[src/rtl/led_shift_pattern_gen.sv]
// Rotating LED pattern generator: a prescaler paces steps, and each step
// rotates the pattern right, rotates it left, bounces it or holds it, per mode.
module led_shift_pattern_gen #(
  parameter int LED_W = 4,
  parameter int DIV   = 50_000_000
) (
  input  logic             clk,
  input  logic             rst,
  input  logic             en,
  input  logic [1:0]       mode,
  input  logic             load,
  input  logic [LED_W-1:0] load_pattern,
  output logic [LED_W-1:0] led,
  output logic             step,
  output logic             wrap,
  output logic             dir
);

  localparam int CW = (DIV > 1) ? $clog2(DIV) : 1;
  localparam logic [CW-1:0] CNT_MAX = CW'(DIV - 1);
  localparam logic [LED_W-1:0] LED_RST = {1'b1, {(LED_W-1){1'b0}}};

  typedef enum logic [0:0] {
    GO_R = 1'b0,
    GO_L = 1'b1
  } state_t;

  logic [CW-1:0]    cnt_q, cnt_d;
  logic [LED_W-1:0] led_q, led_d;
  logic [LED_W-1:0] base_q, base_d;
  state_t           state_q, state_d;
  logic             dir_q, dir_d;
  logic             step_q, step_d;
  logic             wrap_q, wrap_d;

  logic             tick_s;
  logic [LED_W-1:0] rotr_s, rotl_s;

  assign rotr_s = {led_q[0], led_q[LED_W-1:1]};
  assign rotl_s = {led_q[LED_W-2:0], led_q[LED_W-1]};
  assign tick_s = en && (cnt_q == CNT_MAX);

  // Next-state: load beats tick; hold mode lets the prescaler run but never steps.
  always_comb begin
    cnt_d   = cnt_q;
    led_d   = led_q;
    base_d  = base_q;
    state_d = state_q;
    dir_d   = dir_q;
    step_d  = 1'b0;
    wrap_d  = 1'b0;

    if (en) begin
      cnt_d = tick_s ? '0 : cnt_q + CW'(1);
    end else begin
      cnt_d = cnt_q;
    end

    if (load) begin
      led_d   = load_pattern;
      base_d  = load_pattern;
      cnt_d   = '0;
      state_d = GO_R;
    end else if (tick_s) begin
      case (mode)
        2'b00: begin
          led_d   = rotr_s;
          dir_d   = 1'b0;
          state_d = GO_R;
        end
        2'b01: begin
          led_d   = rotl_s;
          dir_d   = 1'b1;
          state_d = GO_L;
        end
        2'b10: begin
          if (state_q == GO_R) begin
            if (led_q[0]) begin
              led_d   = rotl_s;
              state_d = GO_L;
              dir_d   = 1'b1;
            end else begin
              led_d = rotr_s;
              dir_d = 1'b0;
            end
          end else begin
            if (led_q[LED_W-1]) begin
              led_d   = rotr_s;
              state_d = GO_R;
              dir_d   = 1'b0;
            end else begin
              led_d = rotl_s;
              dir_d = 1'b1;
            end
          end
        end
        default: begin
          led_d   = led_q;
          dir_d   = dir_q;
          state_d = state_q;
        end
      endcase
      step_d = (mode != 2'b11);
      wrap_d = (mode != 2'b11) && (led_d == base_q);
    end else begin
      step_d = 1'b0;
      wrap_d = 1'b0;
    end
  end

  always_ff @(posedge clk) begin
    if (rst) begin
      cnt_q   <= '0;
      led_q   <= LED_RST;
      base_q  <= LED_RST;
      state_q <= GO_R;
      dir_q   <= 1'b0;
      step_q  <= 1'b0;
      wrap_q  <= 1'b0;
    end else begin
      cnt_q   <= cnt_d;
      led_q   <= led_d;
      base_q  <= base_d;
      state_q <= state_d;
      dir_q   <= dir_d;
      step_q  <= step_d;
      wrap_q  <= wrap_d;
    end
  end

  assign led  = led_q;
  assign step = step_q;
  assign wrap = wrap_q;
  assign dir  = dir_q;

endmodule

[config.mk]
export PLATFORM = sky130hd
export DESIGN_NAME = led_shift_pattern_gen
export DESIGN_NICKNAME = d
export VERILOG_FILES = /design/src/rtl/led_shift_pattern_gen.sv
export SDC_FILE = /design/constraint.sdc
export NUM_CORES = 1
export LEC_CHECK = 0
export ABC_AREA = 1
export CAP_MARGIN = 20
export CELL_PAD_IN_SITES_DETAIL_PLACEMENT = 1
export CELL_PAD_IN_SITES_GLOBAL_PLACEMENT = 1
export CORE_UTILIZATION = 44
export CTS_CLUSTER_SIZE = 24
export DETAILED_ROUTE_END_ITERATION = 10
export GPL_TIMING_DRIVEN = 0
export PLACE_DENSITY = 0.9
export SLEW_MARGIN = 20
export SYNTH_ARGS = -nofsm -noshare
export SYNTH_HDL_FRONTEND = slang
export SYNTH_SLANG_ARGS = --single-unit
[constraint.sdc]
create_clock -name clk -period 4.6 [get_ports clk]
set_input_delay 0.46 -clock clk [delete_from_list [all_inputs] [get_ports clk]]
set_output_delay 0.46 -clock clk [all_outputs]
set_load 0.01 [all_outputs]
* Yosys cells after proc, flatten, opt, wreduce, memory -nomap -nowiden
Index checks and enable logic that the tools add are counted. W data, S select, Z words.
Word-level totals: bits of input ports 10, logic and storage cells 37, flip-flop bits (word level) 38
Cells by class: reduce and logical (&&, ||, !) cells 9, muxes and demuxes 13, equality and inequality tests 5, add/sub/neg operators 1, bitwise logic cells 2
Operators by type and width (number):
- $mux W4 | 7
- $add A26 B1 Y26 const B | 1
- $eq A26 B26 Y1 const B | 1
- $mux W26 | 1
- $pmux W4 S3 | 1
- $eq A4 B4 Y1 | 1
- $mux W1 | 3
- $pmux W1 S3 | 1
- $reduce_and A3 Y1 | 1
- $reduce_bool A3 Y1 | 1
- $reduce_or A3 Y1 | 1
- $eq A2 B1 Y1 const B | 1
- $eq A2 B2 Y1 const B | 1
- $logic_and A1 B1 Y1 | 2
- $logic_not A2 Y1 | 1
- $ne A2 B2 Y1 const B | 1
- $not A1 Y1 | 2
- $reduce_and A2 Y1 | 1
- $reduce_bool A2 Y1 | 1
- $reduce_or A2 Y1 | 1

* Logic depth before layout (Yosys ltp)
word-level depth 7, gate-level depth with buffers 12, gate-level depth less buffers 12

* Worst setup path before layout
Ideal clock, no wire load.
path kind reg-to-reg, start point register cnt_q[0], end point register cnt_q[16], clock period less this slack 1463 ps, arrival 1350 ps, path slack 3137 ps, stages on the path, launching flop included 9, required time 4487 ps, path through dfxtp_1 -> ha_1 -> nand3_2 -> nor3_4 -> nand3_2 -> nor2_4 -> nand2_1 -> nor2_1 -> nor2_1
Between the ends: longest elaborated chain between the ends 3, elaborated cells between the ends (all ways) 4, classes of those cells 1 x add/sub; 1 x eq/ne; 1 x mux; 1 x reduce/logical
RTL lines:
- start, declared | RTL line 28 | logic [CW-1:0] cnt_q, cnt_d;
- start signal, assigned | RTL line 121 | cnt_q <= cnt_d;
- parallel branches: the longest is 2 deep, another holds $add A26 B1 Y26
- $mux W26 (*) | RTL line 54 | cnt_d = tick_s ? '0 : cnt_q + CW'(1);
Mark *: on every way between the ends. A chain may end at the register's enable or synchronous reset.

* Worst setup path in the final report
start point input mode[0], end point register led_q[1] (netlist: led[1])
Between the ends: longest elaborated chain between the ends 6, elaborated cells between the ends (all ways) 8, classes of those cells 2 x eq/ne; 5 x mux; 1 x reduce/logical
RTL lines:
- start, declared | RTL line 10 | input logic [1:0] mode,
- $eq A2 B2 Y1, or another cell as far along | RTL line 65 | case (mode)
- $pmux W4 S3 (*) | RTL line 65
- $mux W4 (*) | RTL line 64 | end else if (tick_s) begin
- $mux W4 (*) | RTL line 59 | if (load) begin
- $mux W4 (*) | RTL line 64
- $mux W4 (*) | RTL line 59
- end signal, assigned | RTL line 122 | led_q <= led_d;
- end, declared | RTL line 29 | logic [LED_W-1:0] led_q, led_d;
Every way passes the cells marked *; elsewhere a longest branch is shown, timed or not. The select of a mux whose other input is x is not followed.

==> metrics.yaml <==
timing:
  worstMarginPinSlew_ns: 0.573
  rsz0062_at_grt: "no"
  fmax_mhz: 506
  hold_viol: 0
  skew_ns: 0.00632
  fin_setup_tns_ns: 0
  setup_viol: 0
  slew_violations: 0
  finalCritPeriodShare_pct: 43.0
  min_period_ns: 1.98
  slew-limit-headroom_pct: 61.8
  hold_ws_ns: 0.482
yosys:
  synth_top_cell_by_area: "dfxtp_1"
  yosys.area_share.adder_pct: 3.29
  seq_area_frac_synth_pct: 33.4
  syn-instance-count: 365
  syn_nets: 381
  synth_compound_gate_area_share_pct: 5.66
  synth_edf_count: 0
  synth-async-reset-ratio_pct: 0
  yosys-top-cells-area: "dfxtp_1 (33%), nand2_1 (17%), nand3_1 (9.7%)"
  ys.warnings.count: 0
  synth_flop_cell: "dfxtp_1"
  yosys.area_share.simple_pct: 47.1
  synth_xor_area_share_pct: 1.92
  synth.area.mux_share_pct: 0
  synth.top_cell.area_share_pct: 33.4
  syn_area_um2: 2280
  yosysMostFrequentCell: "nand2_1"
  ys_ff_latch: 38
  synth_top_family_by_area: "simple AND/OR/NAND/NOR gates"
  synth_common_cells: "nand2_1 (105), nor2_1 (53), nand3_1 (44)"
  synth.distinct_cells: 29
  synth.avg_cell_area_um2: 6.24
placement:
  gp_congestion: 0.862
  dp_hpwl_um: 5170
  portBuffers: 14
route:
  routed-via-count: 2410
  detail_route.iter0.violations: 108
  drc: 0
  dr.pass1.iters: 4
  routedWlPerCell_um: 14.5
  antenna_left: 0
  totalWireLength_um: 6600
  vias_per_cell: 5.31
global_route:
  grt_max_degree: 13
  grt_pass1_wl_um: 10900
  grt_pass1_vias: 2393
  busiest_layer: "met2"
  grt_usage_pct: 26.3
  grt_overflow_total: 0
  grt.met3_usage_pct: 5.28
  grtUsageMet2_pct: 46.5
  met1_usage_pct: 31.6
  antenna_found_initial: 0
pwr:
  pwr-share-clk_pct: 37.3
  p_per_area_nw_per_um2: 251
  sw_frac_of_total_pct: 26.3
  power.switching_w: 0.000171
  seq_power_share_pct: 52.0
  intPower_w: 0.000480
  leakagePower_nw: 1.01
  comb_power_share_pct: 10.7
  ir_drop_mv: 0.165
critical_path:
  start_kind: "input pin"
  cp.required_ns: 4.78
  crit_arrival_ns: 2.16
  r2r_slack_ns: 2.73
  endpoint_kind: "register"
  cp_max_fo: 5
  crit_type: "in -> reg"
die:
  start_util_pct: 47.0
  dieArea_um2: 5470
  die_height_um: 74.0
  fp.coreArea_um2: 4850
  boundaryPins: 17
  fp.dieW_um: 74.0
  rows: 25
cts:
  cts_setup_buffers: 0
  h-tree-depth: 2
  numCtsBuffers: 5
  cts_max_path_buffers: 2
  root_buffer: "clkbuf_8"
  clk_pin_slew_ns: 0.07
  cts_sinks: 38
  cts_resized: 0
  clock_latency_ns: 0.29
  ctsHoldBuffers: 0
  cts_tree: "done"
final_layout:
  finalNetCount: 402
  antennaDiodeCount: 0
  final_layout_size_suffix_gt1_share_pct: 9.04
  syn2layout_area_growth_pct: 14.0
  fillers: 684
run_status:
  outcome: "complete, no violations"
worst_hold_path:
  hp-class: "reg -> reg"
run:
  maxCapViolCount: 0
## logic make-up (layout without fill, tap and decap cells)
family	after synthesis	after routing
flip-flops	38	38
adder cells (fa/ha/maj)	6	6
buffers and inverters	51	73
AO/OA/AOI/OAI	25	25
XOR/XNOR	5	5
AND/OR/NAND/NOR	240	240
## final timing paths
path,start,to,cells after the start
hold reg to reg,base_q[3],base_q[3],2
setup / recovery,mode[0],led[1],11
hold / removal,base_q[3],base_q[3],2
setup reg to reg,cnt_q[0],cnt_q[16],9
## flip-flops by register name, summed over array words and instances (netlist names)
| name | cells |
|---|---|
| cnt_q | 26 |
| base_q | 4 |
| step | 1 |
| state_q | 1 |
| wrap | 1 |
| led | 4 |
| dir | 1 |
## layer usage
metal  share of wire [%]  routed length, um
met5                   0                  0
met4                 2.4                156
met3                 3.2                213
met2                  49               3220
met1                  46               3000
## worst max-delay path: stages
cell,delay (ns)
clkdlybuf4s50_1,0.54
inv_1,0.08
ha_1,0.27
nor2_1,0.15
nor2_1,0.06
a21oi_1,0.15
nand2_1,0.13
nand3_1,0.10
nand2_1,0.07
nand3_1,0.08
o21ai_1,0.07
## cell type report
cell class	count	area, um^2	area share [%]
plain buffers	4	20.0	0.771
clock buffers	6	82.6	3.18
clock inverters	2	12.5	0.482
inverters	47	176	6.79
multi-input cells	276	1320	50.9
flip-flops and latches	38	761	29.3
well taps	67	83.8	3.23
repair buffers	14	140	5.39
## power by group through the flow
stage          combinational, W  sequential [W]  clock [W]
6_report              0.0000697        0.000338   0.000243
5_1_grt               0.0000778        0.000339   0.000260
4_1_cts               0.0000698        0.000338   0.000247
3_5_place_dp          0.0000692        0.000346          0
3_3_place_gp          0.0000666        0.000346          0
2_1_floorplan         0.0000427        0.000346          0
## per-stage QoR
stage                     area [um^2]  utilization (%)  std cells  setup WS (ns)  power (W)
after floorplan                  2280                -        365           3.14   0.000389
after global placement           2500             51.6        446           2.38   0.000413
after detailed placement         2500             51.6        446           2.33   0.000415
after CTS                        2600             53.6        454           2.63   0.000655
after global routing             2600             53.6        454           2.47   0.000677
final                            2600             53.6        454           2.62   0.000651
## placed cells by master (no fill, tap or decap), types with 2 or more instances in the layout
cell type	count
clkbuf_1	2
nor2_1	53
nand3_2	2
a21oi_1	16
nand2_2	4
nand4_1	5
inv_1	38
o21ai_0	4
inv_2	9
dfxtp_1	38
xnor2_1	2
clkdlybuf4s50_1	14
o21ai_1	2
nor3b_1	2
clkbuf_8	6
nor2_2	4
nand3_1	44
nand2_1	105
ha_1	6
o22ai_1	2
xor2_1	3
nor3_1	14
nor2_4	2
Power figures use the tool's default switching activity.
